## src/rtl/cpu_bus_pkg.sv

```systemverilog
// Shared constants for the CPU tri-state bus read path.
// State encodings, the "no source selected" cs pattern and the error fill word.
package cpu_bus_pkg;

   localparam logic [1:0] ST_IDLE  = 2'd0;
   localparam logic [1:0] ST_DRIVE = 2'd1;
   localparam logic [1:0] ST_RESP  = 2'd2;
   localparam logic [1:0] ST_TURN  = 2'd3;

   localparam logic [63:0] CS_NONE  = '1;
   localparam logic [63:0] ERR_FILL = '1;

endpackage

```

## src/rtl/bus_cs_decoder.sv

```systemverilog
// Index plus enable to active-low one-hot chip-select vector.
// With the enable low every source stays tri-stated.
module bus_cs_decoder #(
   parameter int NrOfSources = 4,
   parameter int SelBits     = 2
) (
   input  logic [SelBits-1:0]     i_idx,
   input  logic                   i_en,
   output logic [NrOfSources-1:0] o_cs_n
);

   always_comb begin
      o_cs_n = '1;
      for (int i = 0; i < NrOfSources; i++) begin
         o_cs_n[i] = ~(i_en && (i_idx == SelBits'(i)));
      end
   end

endmodule

```

## src/rtl/bus_read_sequencer.sv

```systemverilog
// Read initiator for the shared tri-state bus: one cs low, settle, capture, respond.
// Define BUS_TURNAROUND_EN to force one idle bus tick (TURN) between reads.
module bus_read_sequencer
   import cpu_bus_pkg::*;
#(
   parameter int NrOfBits    = 8,
   parameter int NrOfSources = 4,
   parameter int SelBits     = 2,
   parameter int SampleDelay = 1
) (
   input  logic                   Clock,
   input  logic                   Reset_n,
   input  logic                   Tick,
   input  logic                   req_valid,
   output logic                   req_ready,
   input  logic [SelBits-1:0]     req_sel,
   output logic [NrOfSources-1:0] cs_n,
   input  logic [NrOfBits-1:0]    bus,
   output logic                   rsp_valid,
   input  logic                   rsp_ready,
   output logic [NrOfBits-1:0]    rsp_data,
   output logic                   rsp_err,
   output logic                   busy
);

   localparam int Dly  = (SampleDelay < 1) ? 1 : SampleDelay;
   localparam int CntL = $clog2(SampleDelay + 1);
   localparam int CntW = (CntL < 1) ? 1 : CntL;

   localparam logic [CntW-1:0]    CNT_LOAD = CntW'(Dly);
   localparam logic [CntW-1:0]    CNT_ONE  = CntW'(1);
   localparam logic [SelBits:0]   SRC_LIM  = (SelBits + 1)'(NrOfSources);
   localparam logic [NrOfSources-1:0] CS_IDLE = CS_NONE[NrOfSources-1:0];
   localparam logic [NrOfBits-1:0]    FILL    = ERR_FILL[NrOfBits-1:0];

   logic [1:0]             r_state;
   logic [CntW-1:0]        r_cnt;
   logic [NrOfSources-1:0] r_cs_n;
   logic                   r_rsp_valid;
   logic [NrOfBits-1:0]    r_rsp_data;
   logic                   r_rsp_err;

   logic                   w_sel_ok;
   logic [NrOfSources-1:0] w_cs_dec;

   assign w_sel_ok = ({1'b0, req_sel} < SRC_LIM);

   bus_cs_decoder #(
      .NrOfSources (NrOfSources),
      .SelBits     (SelBits)
   ) u_dec (
      .i_idx  (req_sel),
      .i_en   (w_sel_ok),
      .o_cs_n (w_cs_dec)
   );

   assign req_ready = (r_state == ST_IDLE);
   assign busy      = (r_state != ST_IDLE);
   assign cs_n      = r_cs_n;
   assign rsp_valid = r_rsp_valid;
   assign rsp_data  = r_rsp_data;
   assign rsp_err   = r_rsp_err;

   always_ff @(posedge Clock or negedge Reset_n) begin
      if (!Reset_n) begin
         r_state     <= ST_IDLE;
         r_cnt       <= '0;
         r_cs_n      <= CS_IDLE;
         r_rsp_valid <= 1'b0;
         r_rsp_data  <= '0;
         r_rsp_err   <= 1'b0;
      end else if (Tick) begin
         case (r_state)
            ST_IDLE: begin
               if (req_valid) begin
                  r_cnt <= CNT_LOAD;
                  if (w_sel_ok) begin
                     r_cs_n  <= w_cs_dec;
                     r_state <= ST_DRIVE;
                  end else begin
                     // No driver exists: answer at once, never touch the bus
                     r_rsp_err   <= 1'b1;
                     r_rsp_data  <= FILL;
                     r_rsp_valid <= 1'b1;
                     r_state     <= ST_RESP;
                  end
               end
            end
            ST_DRIVE: begin
               if (r_cnt == CNT_ONE) begin
                  r_rsp_data  <= bus;
                  r_cs_n      <= CS_IDLE;
                  r_rsp_valid <= 1'b1;
                  r_rsp_err   <= 1'b0;
                  r_state     <= ST_RESP;
               end else begin
                  r_cnt <= r_cnt - CNT_ONE;
               end
            end
            ST_RESP: begin
               if (rsp_ready) begin
                  r_rsp_valid <= 1'b0;
`ifdef BUS_TURNAROUND_EN
                  r_state     <= ST_TURN;
`else
                  r_state     <= ST_IDLE;
`endif
               end
            end
            default: begin
               r_state <= ST_IDLE;
            end
         endcase
      end
   end

endmodule

```

## config.mk

```make
export PLATFORM = sky130hd
export DESIGN_NAME = bus_read_sequencer
export DESIGN_NICKNAME = d
export VERILOG_FILES = /design/src/rtl/cpu_bus_pkg.sv /design/src/rtl/bus_cs_decoder.sv /design/src/rtl/bus_read_sequencer.sv
export SDC_FILE = /design/constraint.sdc
export NUM_CORES = 1
export LEC_CHECK = 0
export ABC_AREA = 0
export BUFFER_PORTS_ARGS = -buffer_cell sky130_fd_sc_hd__buf_2
export CAP_MARGIN = 20
export CORE_MARGIN = 2
export CORE_UTILIZATION = 49
export DETAILED_ROUTE_END_ITERATION = 12
export HOLD_SLACK_MARGIN = 0.02
export PLACE_DENSITY = 0.83
export SLEW_MARGIN = 20
export SYNTH_ARGS = -nofsm -noshare
export SYNTH_HDL_FRONTEND = slang
export SYNTH_HIERARCHICAL = 1
export SYNTH_SLANG_ARGS = --single-unit
```

## constraint.sdc

```tcl
create_clock -name Clock -period 2.1 [get_ports Clock]
set_input_delay 0.42 -clock Clock [delete_from_list [all_inputs] [get_ports Clock]]
set_output_delay 0.42 -clock Clock [all_outputs]
set_load 0.01 [all_outputs]
```

[Yosys cells after proc, flatten, opt, wreduce, memory -nomap -nowiden]
Cells that the tools add are included.
Storage, ports and cells
  bits in registers: 16
  input bits: 15
Cells by class
  reductions and logical operators: 10
  bitwise operators: 4
  equal/unequal tests: 8
  add/sub/neg operators: 1
  muxes and demuxes: 13
Operator list (number)
  $reduce_and A4 Y1: 3
  $mux W4: 2
  $pmux W4 S2: 1
  $eq A2 B2 Y1 const B: 3
  $mux W2: 3
  $ne A2 B2 Y1 const B: 3
  $pmux W2 S3: 1
  $reduce_and A3 Y1: 2
  $reduce_bool A2 Y1: 3
  $eq A2 B1 Y1 const B: 2
  $logic_not A2 Y1: 2
  $mux W1: 4
  $not A1 Y1: 4
  $pmux W1 S2: 2
  $sub A1 B1 Y1 const B: 1

[Depth between registers and ports, before layout]
  word-level depth: 4
  gate-level depth with buffers: 4

[Hierarchy]
The synthesis kept the hierarchy.
By module, submodules not included
  bus_read_sequencer: area an instance 744.5 µm², cells an instance 56, sequential area each 405.4 µm², instances 1
  bus_cs_decoder: area an instance 28.8 µm², cells an instance 4, sequential area each 0.0 µm², instances 1

[Least setup slack after synthesis]
No wires, ideal clock.
  path type: input to register
  from: in req_sel[0]
  to: reg r_cs_n[0], in the netlist cs_n[0]
  data arrival time: 1.226 ns
  stages: 3
  slack: 0.792 ns
  data required time: 2.018 ns
  cell sequence: or3b_1 > or2b_1 > mux2_4
Between the ends
  cells in the longest elaborated chain, start to end: 4
Ends and longest elaborated chain
  from (decl): RTL line bus_read_sequencer.sv:16  | input logic [SelBits-1:0] req_sel,
  $logic_not A2 Y1: RTL line bus_cs_decoder.sv:15  | o_cs_n[i] = ~(i_en && (i_idx == SelBits'(i)));
  $not A1 Y1: RTL line bus_cs_decoder.sv:15
  $mux W4: RTL line bus_read_sequencer.sv:75  | if (req_valid) begin
  $pmux W4 S2: RTL line bus_read_sequencer.sv:73  | case (r_state)
  to (signal assigned): RTL line bus_read_sequencer.sv:78  | r_cs_n <= w_cs_dec;
  to (decl): RTL line bus_read_sequencer.sv:38  | logic [NrOfSources-1:0] r_cs_n;
Every way passes these cells. The select of a mux whose other input is x is not followed.
A chain may end at the register's enable or synchronous reset.

[Worst setup path after layout]
  from: reg r_state[0]
  to: out busy
Between the ends
  cells in the longest elaborated chain, start to end: 1
Ends and longest elaborated chain
  from (decl): RTL line bus_read_sequencer.sv:36  | logic [1:0] r_state;
  from (signal assigned): RTL line bus_read_sequencer.sv:66  | r_state <= ST_IDLE;
  from (signal assigned): RTL line bus_read_sequencer.sv:79  | r_state <= ST_DRIVE;
  from (signal assigned): RTL line bus_read_sequencer.sv:85  | r_state <= ST_RESP;
  $reduce_bool A2 Y1: RTL line bus_read_sequencer.sv:58  | assign busy = (r_state != ST_IDLE);
  to (decl): RTL line bus_read_sequencer.sv:23  | output logic busy
Every way passes these cells.

==> reports/metrics.cfg <==
[outcome]
status = complete, no violations

[setup_path]
cp_top_family = flip-flops
cp_num_buf_inv = 2
crit_slowest_cell = dfrtp_1
cp-end-kind = output pin
rr_worst_depth = 3
cp.arrival_ps = 1140
ff2ff_setup_slack_ps = 780
cp-start-kind = flop
cp_slowest_stage_delay_ps = 520
critPathMaxFanout = 10
path_depth = 3
path_cells = nor2_1 -> inv_1 -> buf_2
path_class = reg -> out
crit_required_ps = 1680

[sta]
skew_ps = 1.87
slew_viol_final = 0
setup_ws_ps = 539
final.min_clock_period_ps = 1560
setup_tns_ps = 0
rsz0062_at_grt = false
setup_viol_count_final = 0
hold_ws_ps = 26.9
fmax_mhz = 641
post-route-period-util_pct = 74.3
hold_viol_final = 0

[synth]
synth_area_per_cell_um2 = 12.9
synth_xor_xnor_area_share_pct = 0
syn_area_um2 = 773
synthDistinctLibCells = 23
synth_top_family_by_area = multiplexers
synthMuxAreaShare_pct = 21.2
ys_ff_latch = 16
synthAdderAreaFrac_pct = 0
synth_cells = 60
yosysWarnings = 6
synthSimpleGateAreaFrac_pct = 16.7
synth_compound_area_share_pct = 5.34
ys_seq_area_share_pct = 52.4

[global_route]
grt-ovfl-total = 0
grt_pass1_wl_um = 2300
antenna_found_initial = 0
grt_use_total_pct = 16.7
grt_pass1_vias = 560
grt_max_degree = 17

[floorplan]
coreArea_um2 = 1490
dieArea_um2 = 1910
pin_count = 31
rows = 14
start_util_pct = 51.9
die_w_um = 43.7
die_y_um = 43.7

[routing]
firstDrtPassIters = 3
remaining_drc_errors = 0
ant_nets = 0
drt_iter0_drc = 12
vias = 556
routed_wl_um = 1390
via_per_inst = 5.05
wl_per_cell_um = 12.6

[clocking]
clk_pin_slew_worst_paths_ps = 90
cts_buffer_depth = 2
clkSinkCount = 16
clockRootBuffer = clkbuf_4
ctsHtreeMaxLevel = 1
cts_resized = 0
numCtsBuffers = 3
cts_setup_buffers = 0
holdBufCountCts = 0
cts_tree = built
clk_latency_ps = 280

[placement]
place_ws_ps = 644
dp_hpwl_um = 1060
port_buffers = 29
gp_congestion = 0.690

[flow_run]
maxCapViolCount = 0

[min_path]
min_path_type = in -> async

[finish]
fin_nets = 110
fin_util_pct = 65.0
antennaDiodeCount = 0
drive_gt1_share_pct = 55.3
syn2layout_area_growth_pct = 25.1

[pwr]
irDropWorstVdd_uv = 608
power.leakage_uw = 0.000456
power.density_nw_per_um2 = 1190

final cells by class:
| class | instances | area (um^2) |
|---|---|---|
| clock buffer | 4 | 36.3 |
| fill | 129 | 522 |
| inverter | 2 | 7.51 |
| timing repair buffer | 29 | 145 |
| tap | 16 | 20.0 |
| sequential | 16 | 405 |
| multi-input combinational | 43 | 353 |
logic make-up (layout without fill, tap and decap cells):
logic type | after synthesis | in the layout
AO/OA/AOI/OAI | 7 | 7
buffers and inverters | 4 | 35
flip-flops | 16 | 16
multiplexers | 13 | 13
other | 2 | 5
AND/OR/NAND/NOR | 18 | 18
Yosys cell counts (all sizes together):
| library cell | count | area share (%) |
|---|---|---|
| buf | 2 | 2.4 |
| conb | 2 | 0.97 |
| nand3b | 2 | 1.9 |
| dfstp | 4 | 14 |
| dfrtp | 12 | 39 |
| inv | 2 | 0.97 |
| nand2 | 3 | 1.5 |
| mux2i | 1 | 1.8 |
| nand2b | 4 | 3.2 |
| o22ai | 1 | 0.81 |
| or3b | 1 | 1.1 |
| nand3 | 1 | 0.65 |
| nand4b | 1 | 3.1 |
| o21bai | 1 | 0.97 |
| a31oi | 2 | 1.6 |
| o21ai | 3 | 1.9 |
| or2b | 2 | 1.9 |
| nor2 | 3 | 2.4 |
| nor2b | 1 | 0.81 |
| mux2 | 12 | 19 |
through the flow:
stage | total power [uW] | area, um^2 | instances
after global placement | 944 | 931 | 106
after detailed placement | 965 | 931 | 106
after floorplan | 798 | 785 | 63
after CTS | 1170 | 967 | 110
after global routing | 1230 | 967 | 110
final | 1150 | 967 | 110
worst paths after layout:
path / start / end
setup / recovery: r_state[0] / busy
hold / removal: Reset_n / r_state[0]
setup reg to reg: r_state[0] / cs_n[0]
hold reg to reg: rsp_data[4] / rsp_data[4]
max in group asynchronous: Reset_n / cs_n[3]
min in group Clock: bus[4] / rsp_data[4]
cell usage in the layout (no fill, tap or decap):
cell and count:
nand3b_1 2, conb_1 5, o22ai_1 1, inv_1 2, a31oi_1 2, buf_2 29
nand3_1 1, nor2b_1 1, mux2i_2 1, or2b_1 2, dfrtp_1 12, o21bai_1 1
nand2_1 3, or3b_1 1, mux2_2 8, nor2_4 1, mux2_4 4, clkbuf_4 3
o21ai_0 3, nand4b_4 1, nand2b_1 4, nor2_1 2, clkbuf_8 1, dfstp_2 4
sequential cells by signal (all words and copies together), names as in the netlist:
name and flops:
rsp_valid 1, r_cnt 1, r_state 2, cs_n 4, rsp_data 8
power breakdown:
part,internal [uW],switching [uW],total (uW)
Clock,106,98.7,204
Combinational,237,199,436
Sequential,436,78.1,514
metal layers:
metal | routed length [um] | track usage (%) | vias up
li1 | - | - | 268
met1 | 576 | 20.9 | 269
met2 | 745 | 27.6 | 17
met3 | 56 | 3.75 | 2
met4 | 8 | 7.27 | 0
met5 | 0 | 0 | -
Note: power is estimated with default switching activity, not from simulation.
